$ cat config.mk
export PLATFORM = sky130hd
export DESIGN_NAME = bridge_fc_scheduler
export DESIGN_NICKNAME = d
export VERILOG_FILES = /design/src/rtl/bridge_fc_scheduler.sv
export SDC_FILE = /design/constraint.sdc
export NUM_CORES = 1
export LEC_CHECK = 0
export CAP_MARGIN = 30
export CORE_MARGIN = 5
export CORE_UTILIZATION = 33
export DETAILED_ROUTE_END_ITERATION = 10
export GPL_ROUTABILITY_DRIVEN = 0
export PLACE_DENSITY_LB_ADDON = 0.1
export SYNTH_ARGS = -nofsm -noshare
export SYNTH_HDL_FRONTEND = slang
export SYNTH_SLANG_ARGS = --single-unit
export TNS_END_PERCENT = 100
$ cat constraint.sdc
create_clock -name Sched_CLK -period 6.1 [get_ports Sched_CLK]
set_input_delay 1.22 -clock Sched_CLK [delete_from_list [all_inputs] [get_ports Sched_CLK]]
set_output_delay 1.22 -clock Sched_CLK [all_outputs]
set_load 0.005 [all_outputs]
$ cat src/rtl/bridge_fc_scheduler.sv
// Purpose: polls core Tx-available flow credits and grants one of posted/non-posted/completion TLP slots when the latest credits cover it.
// Latency: with FC_WAIT=1 the grant appears 4 edges after entering REQ_FC (REQ, WAIT1, STR, ARB); all outputs registered.
// Backpressure: a requester blocked by credits is flagged in Sched_Stall and re-evaluated after every fresh credit poll; Gnt holds until Done or abort.
module bridge_fc_scheduler #(
  parameter int unsigned FC_WAIT = 1
) (
  input  logic        Sched_CLK,
  input  logic        Sched_RST,
  input  logic        Sched_Ready,
  input  logic [7:0]  Sched_fc_ph,
  input  logic [7:0]  Sched_fc_nph,
  input  logic [7:0]  Sched_fc_cplh,
  input  logic [11:0] Sched_fc_pd,
  input  logic [11:0] Sched_fc_npd,
  input  logic [11:0] Sched_fc_cpld,
  input  logic [2:0]  Sched_Req,
  input  logic [29:0] Sched_Len,
  input  logic [2:0]  Sched_Has_Data,
  input  logic        Sched_Done,
  output logic [2:0]  Sched_fc_sel,
  output logic [2:0]  Sched_Gnt,
  output logic        Sched_Fc_Valid,
  output logic [2:0]  Sched_Stall
);

  typedef enum logic [2:0] {IDLE, REQ_FC, WAIT1, STR_FC, ARB, GNT} state_t;

  localparam logic [2:0] FC_SEL_TXAVAIL = 3'b100;
  localparam logic [2:0] WAIT_LAST      = 3'(FC_WAIT - 1);

  state_t      state, state_nxt;
  logic [2:0]  gnt_q, gnt_nxt;
  logic        fcv_q, fcv_nxt;
  logic [2:0]  stall_q, stall_nxt;
  logic [1:0]  ptr_q, ptr_nxt;
  logic [2:0]  cnt_q, cnt_nxt;
  logic        latch_en;

  // shadow credits, index 0 posted, 1 non-posted, 2 completion
  logic [7:0]  hdr_cred [3];
  logic [11:0] dat_cred [3];

  logic [10:0] need_d [3];
  logic [2:0]  elig;
  logic        pick_vld;
  logic [1:0]  pick_idx;

  // reduce a small sum modulo 3 (inputs never exceed 4)
  function automatic logic [1:0] wrap3(input logic [2:0] v);
    return (v >= 3'd3) ? 2'(v - 3'd3) : v[1:0];
  endfunction

  // the core's credit-select is fixed at Tx-available
  assign Sched_fc_sel   = FC_SEL_TXAVAIL;
  assign Sched_Gnt      = gnt_q;
  assign Sched_Fc_Valid = fcv_q;
  assign Sched_Stall    = stall_q;

  // per-requester data need (4 DW per credit, length 0 is 1024 DW) and eligibility against shadow credits
  always_comb begin
    for (int i = 0; i < 3; i++) begin
      need_d[i] = 11'd0;
      if (Sched_Has_Data[i]) begin
        if (Sched_Len[i*10 +: 10] == 10'd0) need_d[i] = 11'd256;
        else                                need_d[i] = ({1'b0, Sched_Len[i*10 +: 10]} + 11'd3) >> 2;
      end
      elig[i] = Sched_Req[i] && (hdr_cred[i] != 8'd0) && (dat_cred[i] >= {1'b0, need_d[i]});
    end
  end

  // round-robin pick: first eligible requester starting at ptr
  always_comb begin
    logic [1:0] idx;
    pick_vld = 1'b0;
    pick_idx = 2'd0;
    for (int k = 0; k < 3; k++) begin
      idx = wrap3({1'b0, ptr_q} + 3'(k));
      if (!pick_vld && elig[idx]) begin
        pick_vld = 1'b1;
        pick_idx = idx;
      end
    end
  end

  // next-state and next-output logic; bridge not ready overrides everything except ptr and shadow credits
  always_comb begin
    state_nxt = state;
    gnt_nxt   = gnt_q;
    fcv_nxt   = fcv_q;
    stall_nxt = stall_q;
    ptr_nxt   = ptr_q;
    cnt_nxt   = 3'd0;
    latch_en  = 1'b0;
    case (state)
      IDLE:   if (Sched_Ready) state_nxt = REQ_FC;
      REQ_FC: state_nxt = WAIT1;
      WAIT1: begin
        if (cnt_q == WAIT_LAST) state_nxt = STR_FC;
        else                    cnt_nxt   = cnt_q + 3'd1;
      end
      STR_FC: begin
        latch_en  = 1'b1;
        fcv_nxt   = 1'b1;
        state_nxt = ARB;
      end
      ARB: begin
        stall_nxt = Sched_Req & ~elig;
        if (pick_vld) begin
          gnt_nxt   = 3'b001 << pick_idx;
          ptr_nxt   = wrap3({1'b0, pick_idx} + 3'd1);
          state_nxt = GNT;
        end else begin
          state_nxt = REQ_FC;
        end
      end
      GNT: begin
        // completion or requester withdrawal both end the slot; credits are re-polled first
        if (Sched_Done || ((Sched_Req & gnt_q) == 3'b000)) begin
          gnt_nxt   = 3'b000;
          state_nxt = REQ_FC;
        end
      end
      default: state_nxt = IDLE;
    endcase
    if (!Sched_Ready) begin
      state_nxt = IDLE;
      gnt_nxt   = 3'b000;
      fcv_nxt   = 1'b0;
      stall_nxt = 3'b000;
      ptr_nxt   = ptr_q;
      cnt_nxt   = 3'd0;
      latch_en  = 1'b0;
    end
  end

  // state and registered outputs
  always_ff @(posedge Sched_CLK or negedge Sched_RST) begin
    if (!Sched_RST) begin
      state   <= IDLE;
      gnt_q   <= 3'b000;
      fcv_q   <= 1'b0;
      stall_q <= 3'b000;
      ptr_q   <= 2'd0;
      cnt_q   <= 3'd0;
    end else begin
      state   <= state_nxt;
      gnt_q   <= gnt_nxt;
      fcv_q   <= fcv_nxt;
      stall_q <= stall_nxt;
      ptr_q   <= ptr_nxt;
      cnt_q   <= cnt_nxt;
    end
  end

  // shadow credit capture on the edge leaving STR_FC; never decremented locally
  always_ff @(posedge Sched_CLK or negedge Sched_RST) begin
    if (!Sched_RST) begin
      for (int i = 0; i < 3; i++) begin
        hdr_cred[i] <= 8'd0;
        dat_cred[i] <= 12'd0;
      end
    end else if (latch_en) begin
      hdr_cred[0] <= Sched_fc_ph;
      hdr_cred[1] <= Sched_fc_nph;
      hdr_cred[2] <= Sched_fc_cplh;
      dat_cred[0] <= Sched_fc_pd;
      dat_cred[1] <= Sched_fc_npd;
      dat_cred[2] <= Sched_fc_cpld;
    end
  end

endmodule

# == After elaboration in Yosys (flattened, before gate mapping) ==
# Index checks and enable logic that the tools add are counted.
# totals
register_bits,75
in_bits,100
out_inout_bits,10
word_cells,111
# op_classes
add_sub_neg,11
magnitude_cmp,10
n_eq_ne,11
shifts,1
muxes,40
n_bitwise,3
n_reduce_logical,23
# op_table
op,count
12-bit by 11-bit greater-or-equal comparator with 1-bit output,3
3-bit 2-to-1 mux,12
9-bit 2-to-1 mux,4
"10-bit by 2-bit adder with 11-bit output, second input constant",3
10-bit zero test,3
8-bit nonzero test,3
11-bit 2-to-1 mux,2
3-bit one-hot mux with 6 select lines,1
2-bit 2-to-1 mux,7
1-bit 2-to-1 mux,10
"3-bit by 2-bit greater-or-equal comparator with 1-bit output, second input constant",3
3-bit zero test,3
"2-bit by 3-bit < comparator with 1-bit output, second input constant",3
"3-bit != test, second input constant",3
1-bit logical AND,8
"2-bit subtractor, second input constant",4
"2-bit by 1-bit adder with 3-bit output, second input constant",2
3-bit bitwise AND,2
1-bit binary-select mux with 2-bit select,3
"3-bit by 2-bit == test with 1-bit output, second input constant",2
"3-bit == test, second input constant",2
3-bit one-hot mux with 2 select lines,1
3-bit AND reduction,2
"2-bit by 1-bit != test with 1-bit output, second input constant",2
10 further kinds,11

# == Depth between registers and ports, before layout ==
# Gate-level depths: netlist (run 1).
# logic_depth
word_depth,18
mapped_depth,18
mapped_depth_nobuf,18

# == Worst setup path before layout (run 1) ==
# No wires, ideal clock.
# synth_path
path_kind,input to register
startpoint,input port Sched_Len[0]
endpoint,register ptr_q[1]
arrival_time_ns,4.359
required_ns,5.972
slack_ns,1.613
cell_stages,17
path_cell_list,nor2_1 nor2b_1 and4_1 nand3_1 nor2_1 xor2_1 nand2_1 ha_1 nand3_1 nor3_1 a21oi_1 or2_2 maj3_1 o211ai_1 inv_1 ha_1 mux2_1
# synth_via
elab_chain_len,17
elab_cells_between_ends,27
classes_between,add/sub: 3; order compare: 2; mux: 15; reduce/logical: 7
# synth_lines
item,line,source
"start, declared",17,"input logic [29:0] Sched_Len,"
10-bit by 2-bit adder with 11-bit output / 10-bit zero test (equally long branches),"65, 64",
9-bit 2-to-1 mux *,64,if (Sched_Len[i*10 +: 10] == 10'd0) need_d[i] = 11'd256;
11-bit 2-to-1 mux *,63,if (Sched_Has_Data[i]) begin
12-bit by 11-bit greater-or-equal comparator with 1-bit output *,67,"elig[i] = Sched_Req[i] && (hdr_cred[i] != 8'd0) && (dat_cred[i] >= {1'b0, need_d[i]});"
1-bit logical AND *,67,
1-bit binary-select mux with 2-bit select,78,if (!pick_vld && elig[idx]) begin
1-bit 2-to-1 mux (implied by the code),78,
1-bit 2-to-1 mux,78,
1-bit zero test,78,
1-bit logical AND,78,
1-bit 2-to-1 mux,78,
1-bit zero test,78,
1-bit logical AND,78,
2-bit 2-to-1 mux,78,
2-bit by 1-bit adder with 3-bit output,110,"ptr_nxt = wrap3({1'b0, pick_idx} + 3'd1);"
3-bit by 2-bit greater-or-equal comparator with 1-bit output / 2-bit subtractor (equally long branches),50,return (v >= 3'd3) ? 2'(v - 3'd3) : v[1:0];
2-bit 2-to-1 mux,50,
"end signal, assigned",150,ptr_q <= ptr_nxt;
"end, declared",35,"logic [1:0] ptr_q, ptr_nxt;"
# Every way passes the cells marked *; elsewhere a longest branch is shown, timed or not. The select of a mux whose other input is x is not followed.
# A chain may end at the register's enable or synchronous reset.

# == Worst setup path in the final report (run 1) ==
# Ends and elaborated chain as after synthesis.

==> results of run 1 <==
==> power by group <==
group          total (W)  switching (W)  internal (W)  leakage (nW)
sequential      0.000788      0.0000983      0.000689         0.935
clock           0.000501       0.000205      0.000296         0.135
combinational   0.000604       0.000258      0.000346          1.46
total            0.00189       0.000561       0.00133          2.53
==> stage by stage <==
step                setup slack, ns  power [W]
floorplan                      1.61    0.00120
finish                         1.13    0.00189
CTS                            1.15    0.00193
global placement              0.868    0.00139
detailed placement            0.818    0.00141
global route                  0.795    0.00206
==> final timing paths <==
check | slack, ns | endpoint | start | cells past startpoint
worst max-delay path | 1.13 | ptr_q[1] | Sched_Len[0] | 18
max in group asynchronous | 4.73 | hdr_cred[12] | Sched_RST | 2
worst min-delay path | 0.46 | cnt_q[0] | cnt_q[0] | 1
worst max register to register | 3.30 | ptr_q[1] | dat_cred[25] | 10
worst min register to register | 0.46 | cnt_q[0] | cnt_q[0] | 1
min in group asynchronous | 0.80 | dat_cred[22] | Sched_RST | 1
==> routing by layer <==
layer / up-vias / wire [um] / GRT usage [%]
met5: - / 0 / 0
met4: 0 / 174 / 5.22
met3: 12 / 577 / 4.37
met2: 90 / 4430 / 21.0
met1: 1538 / 4870 / 18.1
li1: 1641 / - / -
==> cell type report <==
type,instances,share of cell area (%)
multi-input cells,296,39.8
flip-flops and latches,75,32.0
repair buffers,108,18.6
clock buffers,12,4.37
well taps,172,3.67
inverters,17,1.09
clock inverters,4,0.427
==> flip-flops by register name, indices dropped and copies added (netlist names) <==
register	count
dat_cred	36
hdr_cred	24
Sched_Gnt	3
Sched_Stall	3
cnt_q	3
state	3
ptr_q	2
Sched_Fc_Valid	1
==> worst max-delay path: stages <==
cell             delay [ns]
clkdlybuf4s50_1        0.48
nor2_1                 0.07
nor2b_1                0.29
and4_1                 0.31
nand3_1                0.13
nor2_1                 0.17
xor2_1                 0.17
nand2_1                0.07
ha_1                   0.31
nand3_1                0.10
nor3_1                 0.19
a21oi_1                0.13
or2_2                  0.33
maj3_1                 0.36
o211ai_1               0.27
inv_1                  0.11
ha_1                   0.20
mux2_1                 0.28
==> layout by cell type (no fill, tap or decap), drive strengths merged, types with 12 or more instances in the layout <==
cell type / Yosys / final
nand2: 44 / 44
mux2: 61 / 61
xnor2: 14 / 14
nand3: 14 / 14
inv: 17 / 17
clkbuf: 5 / 12
o21ai: 15 / 15
nor2: 16 / 16
nor3: 12 / 12
clkdlybuf4s50: 0 / 105
ha: 35 / 35
dfrtp: 75 / 75
==> cells by family (layout without fill, tap and decap cells) <==
group / count (synthesis) / count (layout) / synth area share, %
adder cells (fa/ha/maj): 37 / 37 / 10.6
flip-flops: 75 / 75 / 43.4
AO/OA/AOI/OAI: 48 / 48 / 7.89
multiplexers: 63 / 63 / 16.3
XOR/XNOR: 23 / 23 / 4.66
other: 2 / 3 / 0.174
buffers and inverters: 29 / 141 / 2.78
AND/OR/NAND/NOR: 122 / 122 / 14.2
==> impl_metrics.yaml, run 1 <==
outcome:
  status: "complete, no violations"
synthesis:
  ys_types: 50
  synth_top_area_cell: "dfrtp_1"
  synth.most_common_cell: "dfrtp_1"
  syn_inst: 399
  yosysTopAreaCellShare_pct: 43.4
  yosys-top-cells-count: "dfrtp_1, mux2_2, nand2_1"
  synth_edf_count: 0
  synth_area_leaders: "dfrtp_1, mux2_2, ha_1"
  synth_area_sq_mm: 0.00433
  synth_ff_type: "dfrtp_1"
  synth-async-reset-ratio_pct: 100
  synth_seq_cells: 75
  ys_seq_area_share_pct: 43.4
  syn_avg_cell_area_sq_um: 10.8
  ys_warn_count: 0
worst_setup_path:
  crit_required_ns: 6.32
  endpoint_kind: "flop"
  startpoint_type: "input port"
  path_max_fanout: 5
  arrival_ns: 5.19
  worstSetupPathType: "input port to flop"
timing:
  hold_slack_ns: 0.463
  tightest_slew_ns: 0.841
  rsz0062_at_grt: "false"
  fin_setup_tns_ns: 0
  skew_ns: 0.00540
  min_period_over_period_pct: 81.4
  fmax_mhz: 201
  finalHoldViolCount: 0
  finalMaxSlewViolations: 0
  min_period_ns: 4.97
  setup_viol: 0
  relSlewSlack_pct: 43.1
die:
  start_util_pct: 34.0
  rows: 41
  die_x_um: 125
  fp.dieH_um: 125
  core_area_sq_mm: 0.0127
  die-area_sq_mm: 0.0155
  ios: 110
grt:
  grt.total_usage_pct: 13.7
  grt_overflow: 0
  grt_max_degree: 53
  antenna_found_initial: 0
  grt_pass1_wl_um: 17200
  first_global_vias: 3451
finish:
  multiInputGateArea_sq_mm: 0.00234
  final_util_pct: 46.1
  final_area_sq_mm: 0.00587
  fillerInstances: 1230
  num_antenna_cells: 0
  nets: 642
  seq_area_sq_mm: 0.00188
  syn_to_final_growth_pct: 35.6
  fin_cells: 684
  drive_gt1_share_pct: 17.0
pwr:
  p_leak_nw: 2.53
  peakVddDrop_mv: 0.130
  power_density_mw_per_mm2: 323
routing:
  firstDrtPassIters: 4
  drtIter0Drc: 118
  vias: 3281
  drt-total-wl_um: 10100
  route.detailed.drc: 0
  vias_per_cell: 4.80
  routedWlPerCell_um: 14.7
  drtAntennaViolNets: 0
cts:
  tritoncts: "yes"
  post-cts-setup-buffers: 0
  htree_levels: 3
  worstSkewPairLatency_ns: 0.34
  clkSinkCount: 75
  clockBufferDepth: 2
  cts_buffers: 9
  cts_root_buf: "clkbuf_16"
  ctsResizeCount: 0
  path_clk_slew_ns: 0.06
  cts_hold_buf: 0
job:
  max_cap_violations: 0
placed_design:
  dp_hpwl_um: 7780
  numPortBuffers: 106
  dp_cells: 668
  dpl_cell_area_sq_mm: 0.00559
min_path:
  hold_class: "flop to flop"
(Power assumes the default switching activity.)
==> inputs of run 2 (changes only) <==
clock period = 4.9 ns   (was 6.1 ns; I/O delays follow)
==> run 2 against run 1 <==
Effect of this change:
- routed wire length grew 1.2%
- setup slack lost 0.74 ns
- utilization grew 0.41 points
- final area grew 0.90%
- sequential share of layout area shrank 0.28 points
- clock skew shrank 0.0019 ns
- first-iteration DRC count shrank 4.2%
- via count grew 0.79%
- power grew 26%
- global-route usage is essentially flat
- hold slack gained 0.0062 ns
- count of clock-buffer cells in the layout is the same
- critical endpoint unchanged
==> impl_metrics.yaml, run 2 (synthesized netlist as in run 1, its figures left out) <==
finish:
  fillerInstances: 1233
  final_util_pct: 46.5
  multiInputGateArea_sq_mm: 0.00234
  final_area_sq_mm: 0.00592
  final_cell_mix: "clkdlybuf4s50_1, dfrtp_1, mux2_2, nand2_1, ha_1"
  drive_gt1_share_pct: 17.4
  final_common_cell: "clkdlybuf4s50_1"
  syn_to_final_growth_pct: 36.8
  num_antenna_cells: 0
  nets: 648
  seq_area_sq_mm: 0.00188
  top_regs: "dat_cred x36, hdr_cred x24"
  largest_reg_flops: 36
  largest_register: "dat_cred"
grt:
  grt_use_met2_pct: 21.8
  grt_pass1_wl_um: 17200
  use_met1_pct: 17.3
  met3_usage_pct: 5.02
  grt.total_usage_pct: 13.7
  first_global_vias: 3591
  grt_max_degree: 69
  grt_overflow: 0
  antenna_found_initial: 0
  top_usage_layer: "met2"
timing:
  setup_viol: 0
  min_period_over_period_pct: 92.0
  relSlewSlack_pct: 50.8
  finalHoldViolCount: 0
  fin_setup_tns_ns: 0
  rsz0062_at_grt: "false"
  skew_ns: 0.00352
  fmax_mhz: 222
  finalMaxSlewViolations: 0
  tightest_slew_ns: 0.727
  min_period_ns: 4.51
die:
  ios: 110
  start_util_pct: 34.0
  die_x_um: 125
  fp.dieH_um: 125
  die-area_sq_mm: 0.0155
  rows: 41
  core_area_sq_mm: 0.0127
worst_setup_path:
  timing.rr.end: "ptr_q[1]"
  worstSetupPathType: "input port to flop"
  arrival_ns: 4.73
  reg2reg_setup_slack_ns: 2.21
  crit_required_ns: 5.12
  path_max_fanout: 3
  endpoint_kind: "flop"
  cp-endpoint: "ptr_q[1]"
  r2r_start: "dat_cred[31]"
  startpoint_type: "input port"
  crit_start: "Sched_Len[0]"
  r2r_cells: 10
cts:
  htree_levels: 3
  cts_hold_buf: 0
  clockBufferDepth: 2
  cts_buffers: 9
  tritoncts: "yes"
  post-cts-setup-buffers: 0
  ctsResizeCount: 0
  path_clk_slew_ns: 0.06
  worstSkewPairLatency_ns: 0.33
  cts_root_buf: "clkbuf_16"
  clkSinkCount: 75
placed_design:
  numPortBuffers: 106
  dpl_cell_area_sq_mm: 0.00564
  dp_hpwl_um: 7820
routing:
  vias_per_cell: 4.80
  firstDrtPassIters: 4
  drtAntennaViolNets: 0
  drtIter0Drc: 113
  drt-total-wl_um: 10200
  route.detailed.drc: 0
  vias: 3307
  routedWlPerCell_um: 14.8
pwr:
  switchingPower_w: 0.000695
  p_leak_nw: 2.57
  power_density_mw_per_mm2: 403
  p_comb_share_pct: 32.2
  seqPwrFrac_pct: 41.2
  clock_power_share_pct: 26.6
  finalPower_w: 0.00239
  power.internal_w: 0.00169
  peakVddDrop_mv: 0.180
  p_sw_share_pct: 29.1
outcome:
  status: "complete, no violations"
min_path:
  hold_class: "input port to asynchronous set/reset pin"
job:
  max_cap_violations: 0
run 2: cell count changes in the layout (fill, tap and decap cells not counted):
| cell | change |
|---|---|
| clkbuf_8 | -2 |
| buf_4 | +5 |
| buf_12 | +1 |
| bufinv_16 | +1 |
| clkbuf_1 | +2 |
| clkinvlp_4 | -2 |
run 2: routing by layer:
layer | wire length (um) | vias to the layer above | share of wire (%)
met5 | 0 | - | 0
met4 | 144 | 0 | 1.4
met3 | 590 | 12 | 5.8
met2 | 4710 | 98 | 46
met1 | 4720 | 1545 | 46
li1 | - | 1652 | -
run 2: area by class of cell:
class                   instances  area share [%]
well taps                     172            3.64
inverters                      17            1.08
clock buffers                  12            3.99
flip-flops and latches         75            31.7
clock inverters                 3           0.676
repair buffers                114            19.4
multi-input cells             296            39.5
run 2: worst min path at each step:
stage | startpoint | endpoint | slack, ns | depth (start not counted)
6_report | Sched_RST | dat_cred[26] | 0.47 | 1
5_1_grt | Sched_RST | dat_cred[26] | 0.45 | 1
4_1_cts | Sched_RST | dat_cred[26] | 0.45 | 1
3_5_place_dp | cnt_q[0] | cnt_q[0] | 0.46 | 1
3_3_place_gp | cnt_q[0] | cnt_q[0] | 0.44 | 1
2_1_floorplan | cnt_q[0] | cnt_q[0] | 0.43 | 1
run 2: per-stage QoR:
stage	hold WS, ns	std cells	setup WS (ns)
after floorplan	0.432	400	0.653
after global placement	0.442	672	0.135
after detailed placement	0.464	674	0.0509
after CTS	0.454	689	0.391
after global routing	0.451	689	0.0718
final	0.470	689	0.393
run 2: worst max-delay path, stage by stage:
cell and delay, ns:
clkdlybuf4s50_1 0.50, nor2_1 0.08, nor2b_1 0.13, and4_1 0.27
nand3_1 0.13, nor2_1 0.18, xor2_1 0.16, nand2_1 0.07
ha_1 0.31, nand3_1 0.10, nor3_1 0.18, a21oi_1 0.13
or2_2 0.33, maj3_1 0.37, o211ai_1 0.21, inv_1 0.10
ha_1 0.20, mux2_1 0.28
run 2: power groups by stage:
| stage | Combinational (W) | Clock (W) | Sequential, W |
|---|---|---|---|
| 2_1_floorplan | 0.000550 | 0 | 0.000950 |
| 3_3_place_gp | 0.000758 | 0 | 0.000987 |
| 3_5_place_dp | 0.000782 | 0 | 0.000995 |
| 4_1_cts | 0.000788 | 0.000663 | 0.000986 |
| 5_1_grt | 0.000886 | 0.000690 | 0.00101 |
| 6_report | 0.000770 | 0.000635 | 0.000982 |
==> inputs of run 3 (changes only) <==
MAX_ROUTING_LAYER = met4   (was default)
==> run 3 against run 2 <==
Effect of this change:
- die area unchanged
- power hardly changed
- largest power group unchanged
- critical path type unchanged
- sequential share of layout area did not move
- clock skew is essentially flat
- utilization did not move
- count of clock-buffer cells in the layout unchanged
- sequential cell count unchanged
==> impl_metrics.yaml, run 3 (synthesized netlist as in run 1, its figures left out) <==
outcome:
  status: "complete, no violations"
pwr:
  peakVddDrop_mv: 0.180
  power_density_mw_per_mm2: 403
  finalPower_w: 0.00239
  p_leak_nw: 2.57
cts:
  path_clk_slew_ns: 0.06
  clkSinkCount: 75
  cts_hold_buf: 0
  cts_root_buf: "clkbuf_16"
  htree_levels: 3
  worstSkewPairLatency_ns: 0.33
  clockBufferDepth: 2
  post-cts-setup-buffers: 0
  tritoncts: "yes"
  ctsResizeCount: 0
  cts_buffers: 9
grt:
  grt_pass1_wl_um: 17200
  grt.total_usage_pct: 14.1
  grt_max_degree: 69
  grt_overflow: 0
  first_global_vias: 3584
  antenna_found_initial: 0
finish:
  syn_to_final_growth_pct: 36.8
  final_cell_mix: "clkdlybuf4s50_1, dfrtp_1, mux2_2, nand2_1, ha_1"
  largest_reg_flops: 36
  top_regs: "dat_cred x36, hdr_cred x24"
  nets: 648
  final_util_pct: 46.5
  num_antenna_cells: 0
  fin_cells: 689
  final_common_cell: "clkdlybuf4s50_1"
  largest_register: "dat_cred"
  drive_gt1_share_pct: 17.4
  fillerInstances: 1233
timing:
  finalMaxSlewViolations: 0
  rsz0062_at_grt: "false"
  min_period_ns: 4.51
  skew_ns: 0.00351
  tightest_slew_ns: 0.727
  hold_slack_ns: 0.470
  finalHoldViolCount: 0
  fmax_mhz: 222
  fin_setup_tns_ns: 0
  relSlewSlack_pct: 50.9
  setup_viol: 0
  min_period_over_period_pct: 92.0
worst_setup_path:
  r2r_start: "dat_cred[31]"
  cp-endpoint: "ptr_q[1]"
  worstSetupPathType: "input port to flop"
  timing.rr.end: "ptr_q[1]"
  startpoint_type: "input port"
  r2r_cells: 10
  reg2reg_setup_slack_ns: 2.21
  crit_start: "Sched_Len[0]"
  crit_chain: "clkdlybuf4s50_1, nor2_1, nor2b_1, and4_1, nand3_1, nor2_1, xor2_1, nand2_1, ha_1, nand3_1, nor3_1, a21oi_1, or2_2, maj3_1, o211ai_1, inv_1, ha_1, mux2_1"
  arrival_ns: 4.73
  endpoint_kind: "flop"
  path_max_fanout: 3
  crit_path_max_incr_delay_ns: 0.50
  crit_slowest_cell: "clkdlybuf4s50_1"
  crit_required_ns: 5.12
die:
  fp.dieH_um: 125
  rows: 41
  die_x_um: 125
  start_util_pct: 34.0
  ios: 110
  core_area_sq_mm: 0.0127
  die-area_sq_mm: 0.0155
routing:
  vias_per_cell: 4.81
  drt-total-wl_um: 10200
  routedWlPerCell_um: 14.8
  vias: 3312
  drtIter0Drc: 111
  route.detailed.drc: 0
  firstDrtPassIters: 4
  drtAntennaViolNets: 0
placed_design:
  dp_hpwl_um: 7820
  dp_cells: 674
  numPortBuffers: 106
job:
  max_cap_violations: 0
min_path:
  hold_class: "input port to asynchronous set/reset pin"
[run 3: through the flow]
stage	setup WS, ns	instance area (sq um)
2_1_floorplan	0.653	4330
3_5_place_dp	0.0509	5640
4_1_cts	0.391	5920
5_1_grt	0.0730	5920
6_report	0.393	5920
3_3_place_gp	0.135	5600
[run 3: worst min path at each step]
stage	cells after the start	startpoint	end
after floorplan	1	cnt_q[0]	cnt_q[0]
after global placement	1	cnt_q[0]	cnt_q[0]
after detailed placement	1	cnt_q[0]	cnt_q[0]
after CTS	1	Sched_RST	dat_cred[26]
after global routing	1	Sched_RST	dat_cred[26]
final	1	Sched_RST	dat_cred[26]
[run 3: metal layers]
metal	part of all wire [%]	GRT usage (%)	vias to the layer above
met5	0	-	-
met4	1.4	4.06	0
met3	4.9	4.63	12
met2	46	21.8	92
met1	48	17.6	1555
li1	-	-	1653
[run 3: worst max-delay path: cells and delay by family]
family | cells | cell delay (ns)
and+or+nand+nor | 9 | 1.47
AOI/OAI and AO/OA | 2 | 0.34
adders and majority gates | 3 | 0.88
xor gates and xnor gates | 1 | 0.16
muxes | 1 | 0.28
buffers and inverters | 2 | 0.60
[run 3: layout make-up]
cell class,instances,area [sq um],share of cell area (%)
clock buffer,12,236,3.99
inverter,17,63.8,1.08
sequential,75,1880,31.7
tap,172,215,3.64
clock inverter,3,40.0,0.676
timing repair buffer,114,1150,19.4
multi-input combinational,296,2340,39.5
[run 3: power breakdown]
| group | internal, W | switching, W | leakage (nW) | total [W] |
|---|---|---|---|---|
| sequential | 0.000858 | 0.000124 | 0.935 | 0.000983 |
| clock | 0.000390 | 0.000245 | 0.136 | 0.000635 |
| combinational | 0.000443 | 0.000327 | 1.50 | 0.000770 |
